[src/rtl/demux3_pkg.sv]
// Shared encodings for the 1-to-3 registered demultiplexer.
// Latency: n/a (types and constants only).
// Backpressure: n/a.
package demux3_pkg;

    // Destination select carried with every input word.
    typedef enum logic [1:0] {
        SEL_DROP = 2'd0,
        SEL_CH1  = 2'd1,
        SEL_CH2  = 2'd2,
        SEL_CH3  = 2'd3
    } sel_e;

    // One-entry output slot occupancy.
    typedef enum logic {
        SLOT_EMPTY = 1'b0,
        SLOT_FULL  = 1'b1
    } slot_state_e;

endpackage

[src/rtl/demux3_if.sv]
// Bundle of the input stream, the three output channels and the drop counter.
// Latency: n/a (wiring only).
// Backpressure: valid/ready on the input and on each output channel.
interface demux3_if #(
    parameter int WIDTH = 8,
    parameter int CNT_W = 8
);
    logic             in_valid;
    logic             in_ready;
    logic [1:0]       in_sel;
    logic [WIDTH-1:0] in_data;

    logic             out1_valid;
    logic             out1_ready;
    logic [WIDTH-1:0] out1_data;
    logic             out2_valid;
    logic             out2_ready;
    logic [WIDTH-1:0] out2_data;
    logic             out3_valid;
    logic             out3_ready;
    logic [WIDTH-1:0] out3_data;

    logic [CNT_W-1:0] drop_cnt;

    // Upstream producer plus the three downstream consumers.
    modport master (
        output in_valid, in_sel, in_data,
        output out1_ready, out2_ready, out3_ready,
        input  in_ready,
        input  out1_valid, out1_data,
        input  out2_valid, out2_data,
        input  out3_valid, out3_data,
        input  drop_cnt
    );

    // The router itself.
    modport slave (
        input  in_valid, in_sel, in_data,
        input  out1_ready, out2_ready, out3_ready,
        output in_ready,
        output out1_valid, out1_data,
        output out2_valid, out2_data,
        output out3_valid, out3_data,
        output drop_cnt
    );
endinterface

[src/rtl/demux3_slot.sv]
// One-entry registered output slot with valid/ready drain.
// Latency: load at edge N is visible as valid/data from edge N.
// Backpressure: can_load is high when empty or draining this cycle, so a full slot refills without a bubble.
module demux3_slot
    import demux3_pkg::*;
#(
    parameter int WIDTH = 8
) (
    input  logic             clk,
    input  logic             rst_n,
    input  logic             load,
    input  logic [WIDTH-1:0] load_data,
    output logic             valid,
    input  logic             ready,
    output logic [WIDTH-1:0] data,
    output logic             can_load
);

    slot_state_e      state_q, state_d;
    logic [WIDTH-1:0] data_q, data_d;

    // State and payload registers; reset empties the slot and zeroes the word.
    always_ff @(posedge clk or negedge rst_n) begin
        if (!rst_n) begin
            state_q <= SLOT_EMPTY;
            data_q  <= '0;
        end else begin
            state_q <= state_d;
            data_q  <= data_d;
        end
    end

    // Next state: a load always wins over a same-cycle drain so valid never drops.
    always_comb begin
        state_d = state_q;
        data_d  = data_q;
        if (load) begin
            data_d = load_data;
        end
        case (state_q)
            SLOT_EMPTY: if (load) state_d = SLOT_FULL;
            SLOT_FULL:  if (ready && !load) state_d = SLOT_EMPTY;
            default:    state_d = SLOT_EMPTY;
        endcase
    end

    // Outputs: data is held after a drain, consumers qualify it with valid.
    always_comb begin
        valid    = (state_q == SLOT_FULL);
        can_load = (state_q == SLOT_EMPTY) || ready;
        data     = data_q;
    end

endmodule

[src/rtl/demux3_router.sv]
// Steers each input word to channel 1/2/3 by its select, or drops and counts it on select 0.
// Latency: one edge from accept to outK_valid; drops counted at the accepting edge.
// Backpressure: in_ready follows only the addressed slot, so one stalled channel never blocks the others.
module demux3_router
    import demux3_pkg::*;
#(
    parameter int WIDTH = 8,
    parameter int CNT_W = 8
) (
    input  logic     clk,
    input  logic     rst_n,
    demux3_if.slave  bus
);

    logic [3:1]       can_load;
    logic [3:1]       load;
    logic [CNT_W-1:0] drop_cnt_q, drop_cnt_d;

    // Select decode: ready mux, per-channel load strobes, saturating drop count.
    always_comb begin
        load       = '0;
        drop_cnt_d = drop_cnt_q;
        case (bus.in_sel)
            SEL_CH1: bus.in_ready = can_load[1];
            SEL_CH2: bus.in_ready = can_load[2];
            SEL_CH3: bus.in_ready = can_load[3];
            default: bus.in_ready = 1'b1;
        endcase
        if (bus.in_valid && bus.in_ready) begin
            case (bus.in_sel)
                SEL_CH1: load[1] = 1'b1;
                SEL_CH2: load[2] = 1'b1;
                SEL_CH3: load[3] = 1'b1;
                default: begin
                    if (drop_cnt_q != {CNT_W{1'b1}}) begin
                        drop_cnt_d = drop_cnt_q + CNT_W'(1);
                    end
                end
            endcase
        end
        bus.drop_cnt = drop_cnt_q;
    end

    // Drop counter register; clears only on reset.
    always_ff @(posedge clk or negedge rst_n) begin
        if (!rst_n) begin
            drop_cnt_q <= '0;
        end else begin
            drop_cnt_q <= drop_cnt_d;
        end
    end

    demux3_slot #(.WIDTH(WIDTH)) u_slot1 (
        .clk       (clk),
        .rst_n     (rst_n),
        .load      (load[1]),
        .load_data (bus.in_data),
        .valid     (bus.out1_valid),
        .ready     (bus.out1_ready),
        .data      (bus.out1_data),
        .can_load  (can_load[1])
    );

    demux3_slot #(.WIDTH(WIDTH)) u_slot2 (
        .clk       (clk),
        .rst_n     (rst_n),
        .load      (load[2]),
        .load_data (bus.in_data),
        .valid     (bus.out2_valid),
        .ready     (bus.out2_ready),
        .data      (bus.out2_data),
        .can_load  (can_load[2])
    );

    demux3_slot #(.WIDTH(WIDTH)) u_slot3 (
        .clk       (clk),
        .rst_n     (rst_n),
        .load      (load[3]),
        .load_data (bus.in_data),
        .valid     (bus.out3_valid),
        .ready     (bus.out3_ready),
        .data      (bus.out3_data),
        .can_load  (can_load[3])
    );

endmodule

[src/flat_wrapper.sv]
// flat-port wrapper written by rule: the top's interface ports become plain ports
module demux3_router_flat import demux3_pkg::*;
#(
    parameter int WIDTH = 8,
    parameter int CNT_W = 8
)
  (clk, rst_n, bus_in_valid, bus_in_sel, bus_in_data, bus_out1_ready, bus_out2_ready, bus_out3_ready, bus_in_ready, bus_out1_valid, bus_out1_data, bus_out2_valid, bus_out2_data, bus_out3_valid, bus_out3_data, bus_drop_cnt);
  demux3_if #(.WIDTH(WIDTH), .CNT_W(CNT_W)) bus_i ();
  input  logic clk;
  input  logic rst_n;
  input wire logic [$bits(bus_i.in_valid)-1:0] bus_in_valid;
  input wire logic [$bits(bus_i.in_sel)-1:0] bus_in_sel;
  input wire logic [$bits(bus_i.in_data)-1:0] bus_in_data;
  input wire logic [$bits(bus_i.out1_ready)-1:0] bus_out1_ready;
  input wire logic [$bits(bus_i.out2_ready)-1:0] bus_out2_ready;
  input wire logic [$bits(bus_i.out3_ready)-1:0] bus_out3_ready;
  output wire logic [$bits(bus_i.in_ready)-1:0] bus_in_ready;
  output wire logic [$bits(bus_i.out1_valid)-1:0] bus_out1_valid;
  output wire logic [$bits(bus_i.out1_data)-1:0] bus_out1_data;
  output wire logic [$bits(bus_i.out2_valid)-1:0] bus_out2_valid;
  output wire logic [$bits(bus_i.out2_data)-1:0] bus_out2_data;
  output wire logic [$bits(bus_i.out3_valid)-1:0] bus_out3_valid;
  output wire logic [$bits(bus_i.out3_data)-1:0] bus_out3_data;
  output wire logic [$bits(bus_i.drop_cnt)-1:0] bus_drop_cnt;
  assign bus_i.in_valid = bus_in_valid;
  assign bus_i.in_sel = bus_in_sel;
  assign bus_i.in_data = bus_in_data;
  assign bus_i.out1_ready = bus_out1_ready;
  assign bus_i.out2_ready = bus_out2_ready;
  assign bus_i.out3_ready = bus_out3_ready;
  assign bus_in_ready = bus_i.in_ready;
  assign bus_out1_valid = bus_i.out1_valid;
  assign bus_out1_data = bus_i.out1_data;
  assign bus_out2_valid = bus_i.out2_valid;
  assign bus_out2_data = bus_i.out2_data;
  assign bus_out3_valid = bus_i.out3_valid;
  assign bus_out3_data = bus_i.out3_data;
  assign bus_drop_cnt = bus_i.drop_cnt;
  demux3_router #(.WIDTH(WIDTH), .CNT_W(CNT_W)) u_core (.clk(clk), .rst_n(rst_n), .bus(bus_i));
endmodule
[config.mk]
export PLATFORM = sky130hd
export DESIGN_NAME = demux3_router_flat
export DESIGN_NICKNAME = d
export VERILOG_FILES = /design/src/rtl/demux3_pkg.sv /design/src/rtl/demux3_if.sv /design/src/rtl/demux3_slot.sv /design/src/rtl/demux3_router.sv /design/src/flat_wrapper.sv
export SDC_FILE = /design/constraint.sdc
export NUM_CORES = 1
export LEC_CHECK = 0
export ABC_CLOCK_PERIOD_IN_PS = 1700
export CAP_MARGIN = 20
export CORE_ASPECT_RATIO = 0.8
export CORE_UTILIZATION = 43
export CTS_CLUSTER_DIAMETER = 100
export DETAILED_ROUTE_END_ITERATION = 10
export PLACE_DENSITY = 0.82
export SLEW_MARGIN = 5
export SYNTH_ARGS = -nofsm -noshare
export SYNTH_HDL_FRONTEND = slang
export SYNTH_SLANG_ARGS = --single-unit
export TNS_END_PERCENT = 50
[constraint.sdc]
create_clock -name clk -period 1.7 [get_ports clk]
set_input_delay 0.51 -clock clk [delete_from_list [all_inputs] [get_ports clk]]
set_output_delay 0.51 -clock clk [all_outputs]
set_load 0.02 [all_outputs]
# Yosys cells after proc, flatten, opt, wreduce, memory -nomap -nowiden
# Cells that the tools add are included.
[totals]
wordCells = 42
out_inout_bits = 36
in_bits = 16
reg_bits = 35
latch_bits = 0
memories = 0
mem_bits_ro = 0
ram_bits = 0
[op_classes]
order_cmp = 0
n_eq_ne = 4
n_addsub = 1
bitwise = 4
muxes = 14
n_reduce_logical = 12
n_mul = 0
n_div = 0
shift = 0
[op_table]
columns = ["op", "n"]
rows = [
  ["1-bit two-way mux", 9],
  ["8-bit by 1-bit adder with 8-bit output (second input constant)", 1],
  ["8-bit inequality test (second input constant)", 1],
  ["1-bit case mux with 2 select lines", 3],
  ["2-bit == test (second input constant)", 2],
  ["1-bit logical AND", 4],
  ["1-bit NOT", 4],
  ["1-bit zero test", 3],
  ["1-bit logical OR", 3],
  ["3-bit two-way mux", 1],
  ["1-bit case mux with 3 select lines", 1],
  ["3-bit AND reduction", 1],
  ["3-bit OR reduction", 1],
  ["2-bit by 1-bit == test with 1-bit output (second input constant)", 1],
]

# Depth between registers and ports, before layout
[depth]
ltp_word = 9
mapped_depth = 5
ltp_nobuf = 5

# By module
# A second synthesis with hierarchy kept.
[hier_totals]
cells_unflattened = 100
hier_area_um2 = 1551.5
[by_module_without_submodules]
columns = ["module", "seq_area_each_um2", "area_each_um2", "cells_each", "instances"]
rows = [
  ["demux3_slot", 225.2, 369.1, 20, 3],
  ["demux3_router", 200.2, 444.2, 40, 1],
]

# Least setup slack after synthesis
# No wires, ideal clock.
[synth_timing]
path_type = "register -> register"
start = "register u_core.drop_cnt_q[0] (netlist: u_core.bus.drop_cnt[0])"
end = "register u_core.drop_cnt_q[5] (netlist: u_core.bus.drop_cnt[5])"
path_buffers = 0
stages_incl_launch_ff = 6
arrival_time_ps = 1486
required_ps = 1570
slack_ps = 83
period_less_slack_ps = 1617
setup_time_ps = 130
cell_sequence = "dfrtp_1 ha_1 nand3_1 o21ai_2 or3_1 xnor2_1"
[synth_via]
elab_chain_len = 2
word_cells_on_any_way = 3
cone_classes = "1 x add/sub; 1 x eq/ne; 1 x reduce/logical"
[synth_lines]
columns = ["item", "line", "text"]
rows = [
  ["from (decl)", "demux3_router.sv:17", "logic [CNT_W-1:0] drop_cnt_q, drop_cnt_d;"],
  ["from (signal assigned)", "demux3_router.sv:49", "drop_cnt_q <= drop_cnt_d;"],
  ["branches (longest 2 deep; another with 8-bit by 1-bit adder with 8-bit output)", "n/a", ""],
]
# Parallel ways; which one is timed is not known.
# A chain may end at the register's enable or synchronous reset.

# Worst setup path after layout
[layout_timing]
start = "input port bus_out3_ready"
end = "output port bus_in_ready"
[layout_via]
elab_chain_len = 2
[layout_lines]
columns = ["item", "line", "text"]
rows = [
  ["from (decl)", "flat_wrapper.sv:16", "input wire logic [$bits(bus_i.out3_ready)-1:0] bus_out3_ready;"],
  ["1-bit logical OR", "demux3_slot.sv:50", "can_load = (state_q == SLOT_EMPTY) || ready;"],
  ["1-bit case mux with 3 select lines", "demux3_router.sv:23", "case (bus.in_sel)"],
  ["to (decl)", "flat_wrapper.sv:17", "output wire logic [$bits(bus_i.in_ready)-1:0] bus_in_ready;"],
]
# Every way passes these cells.

==> run metrics <==
status complete, no violations; drt pass-1 iters 4; Die H 53.61 um; port bufs 51; Synth Area in Simple Gates 0.1189; Root Driver clkbuf_8; Hold Path Class register to register; clock network power share 0.253; Post-Synth Adder-Cell Area 0.008741; core area 3131 sq um; count of final hold-check violations 0; Seq. cell area 875.8 sq um; FF-to-FF path depth 5; top cells by area, synth dfrtp_1, mux2_2, nand2_1; fraction of layout cells with a size suffix above 1 0.3315; Antenna Nets Post-Route 0; CTS Buf Count 5; final-layout fill cell count 238; Mapped Area 1431 sq um; clock tree sinks 35; non-filler instance count after layout 218; post-DR wirelength/cell 15.11 um; main combinational cell family by area after synthesis multiplexers; Post-synth EDFFs 0; Syn Nets 121; critical-path cell list clkdlybuf4s15_1, nand2b_4, mux2i_1, a21oi_1, buf_4; kind of cell adding the most delay to the critical path buffers and inverters; Die Width roughly 67 um; die area 3565 sq um; crit share post-route 0.9861; first-pass GRT wire length just over 5000 um; slowest stage cell, crit path clkdlybuf4s15_1; ys async rst share 1.000; Cell Pwr Density between 1000 and 1500 nW/um^2; cell depth of the worst setup path 5; pin count of the biggest net entering global routing 36; Data required, critical path 1.19 ns; maximum fanout along the worst path 2; static leakage 0.001076 uW; vias per cell roughly 5.0; Yosys cell types 26; flops & latches, synth 35; Rel. slew slack 0.7897; Cells after Synth 104; deepest clock path buffer count 2; Yosys Warn Count 0; count leader, synth dfrtp_1; Worst setup SP type primary input; Final nets 194; Setup crit end kind output pin; Remaining DRCs 0; cts hold-fix bufs 0; Seq/Total Area, Yosys 0.6119; multi-input logic area 570.5 sq um; IO Pins 52; number of global-route vias before repair about 1,100; r2r setup slk 0.11 ns; starting density of the core 0.4572; switching share of power 0.3235; Synth Area in XOR/XNOR 0.03671; fmax 0.5965 GHz; Total GRT Usage 0.2111; layout overhead on the synthesized area 55.24%; maximum vdd drop 0.0008021 V; Placed Instances 207; CP peak stage delay 0.17 ns; final setup TNS 0 ns; clock skew 0.003852 ns; initial antenna violation count 0; Comb pwr share 0.309; drt total wl 3294 um; Seq pwr share 0.438; # H-tree levels 2; share of the synthesized area in the top cell type 0.6119; CP Buf/Inv Count 2; Final min period 1.676 ns; dpl hpwl 2343 um; FP Rows 18; 1st-iter DRT viols 15; Clock Latency Late Sink roughly 0.29 ns; Tot Pwr around 2600 uW; Worst-Margin Slew 0.3131 ns; Main synth FF type dfrtp_1; global placement routability congestion about 0.73; Synth Area in Compound Gates 0.01836; grt total ovfl 0; list of most frequent post-synthesis cells dfrtp_1, mux2_2, nand2_1; unrepaired setup endpoints after global routing no; internal power 1750 uW; total number of vias about 1,100; Setup CP Type primary input to output pin; net switching power 836.7 uW; Avg Cell Area, Syn 13.76 sq um; clk slew on worst S/H paths around 0.06 ns; Ant. Diodes 0; CTS tree done; final-report max-slew violation count 0; # setup viols final 0; CP arrival 1.17 ns; mux cell area share after synthesis 0.1958; WHS Path Cells 1; area leader, netlist dfrtp_1; max-cap violations 0
## stage by stage
step	hold WS (ns)	instance area (sq um)	util	worst slack, ns
after floorplan	0.2144	1431	-	0.08348
final	0.4983	2222	0.7098	0.02366
after CTS	0.5030	2221	0.7094	-0.003413
after detailed placement	0.4948	2125	0.6787	-0.7242
after global routing	0.5103	2222	0.7098	0.0005488
after global placement	0.4867	2125	0.6787	-0.6858
## registers in the layout (all words and copies together), names as in the netlist
name / flops
u_core.u_slot3.valid: 1
u_core.u_slot2.valid: 1
u_core.bus.drop_cnt: 8
u_core.u_slot1.valid: 1
u_core.u_slot2.data: 8
u_core.u_slot1.data: 8
u_core.u_slot3.data: 8
## worst reg2reg max path, stage by stage (launching register included)
cell and delay (ns):
dfrtp_1 0.42, ha_1 0.23, nand3_1 0.17, o21ai_2 0.13, or3_1 0.40, xnor2_1 0.13
## cells in the final DEF, fill, tap and decap left out, types with 2 or more instances in the layout
master	n
dlygate4sd2_1	37
dfrtp_1	35
mux2_2	24
buf_4	15
nand2_1	12
clkdlybuf4s50_1	9
clkbuf_8	7
nand3_1	3
xor2_1	3
xnor2_1	3
clkdlybuf4s15_1	3
buf_12	3
nand2b_4	2
nor2_1	2
## power by group through the flow
stage	Combinational, uW	Sequential [uW]	Clock [uW]
after CTS	812	1140	674
after floorplan	203	1360	0
final	800	1130	653
after global routing	854	1160	702
after detailed placement	925	1150	0
after global placement	905	1140	0
## per-layer routing
layer / GRT usage / vias to the layer above / share of wire
met3: 0.09110 / 9 / 0.055
met2: 0.3673 / 28 / 0.52
met5: 0 / - / 0
met4: 0.08865 / 0 / 0.020
met1: 0.2287 / 539 / 0.40
li1: - / 507 / -
## final timing paths
check / end / start
min in group asynchronous: u_core.u_slot3.data[6]$_DFFE_PN0P_ / rst_n
worst max-delay path: bus_in_ready / bus_out3_ready
worst max register to register: u_core.bus.drop_cnt[5]$_DFFE_PN0P_ / u_core.bus.drop_cnt[0]$_DFFE_PN0P_
worst min-delay path: u_core.u_slot2.data[7]$_DFFE_PN0P_ / u_core.u_slot2.data[7]$_DFFE_PN0P_
max in group asynchronous: u_core.u_slot1.data[7]$_DFFE_PN0P_ / rst_n
worst min register to register: u_core.u_slot2.data[7]$_DFFE_PN0P_ / u_core.u_slot2.data[7]$_DFFE_PN0P_
## logic make-up (layout without fill, tap and decap cells)
kind of cell    Yosys count  count (layout)
fa+ha+maj                 1               1
simple gates             30              30
mux                      25              25
flops                    35              35
compound gates            4               4
buf+inv                   3              77
xor+xnor                  6               6
## repair_timing
action / CTS / global route
endpoints found under the setup margin: 65 / 1
buffers inserted: 3 / 0
gates resized for setup: 53 / 3
pin swaps: 2 / 0
## final cells by class
cell class                      count  area share
Clock buffer                        8     0.04505
Inverter                            1    0.001689
Multi-Input combinational cell     66      0.2568
Sequential cell                    35      0.3941
Tap cell                           40     0.02252
Timing Repair Buffer               68      0.2798
No activity file was read; power rests on OpenSTA's default activity.
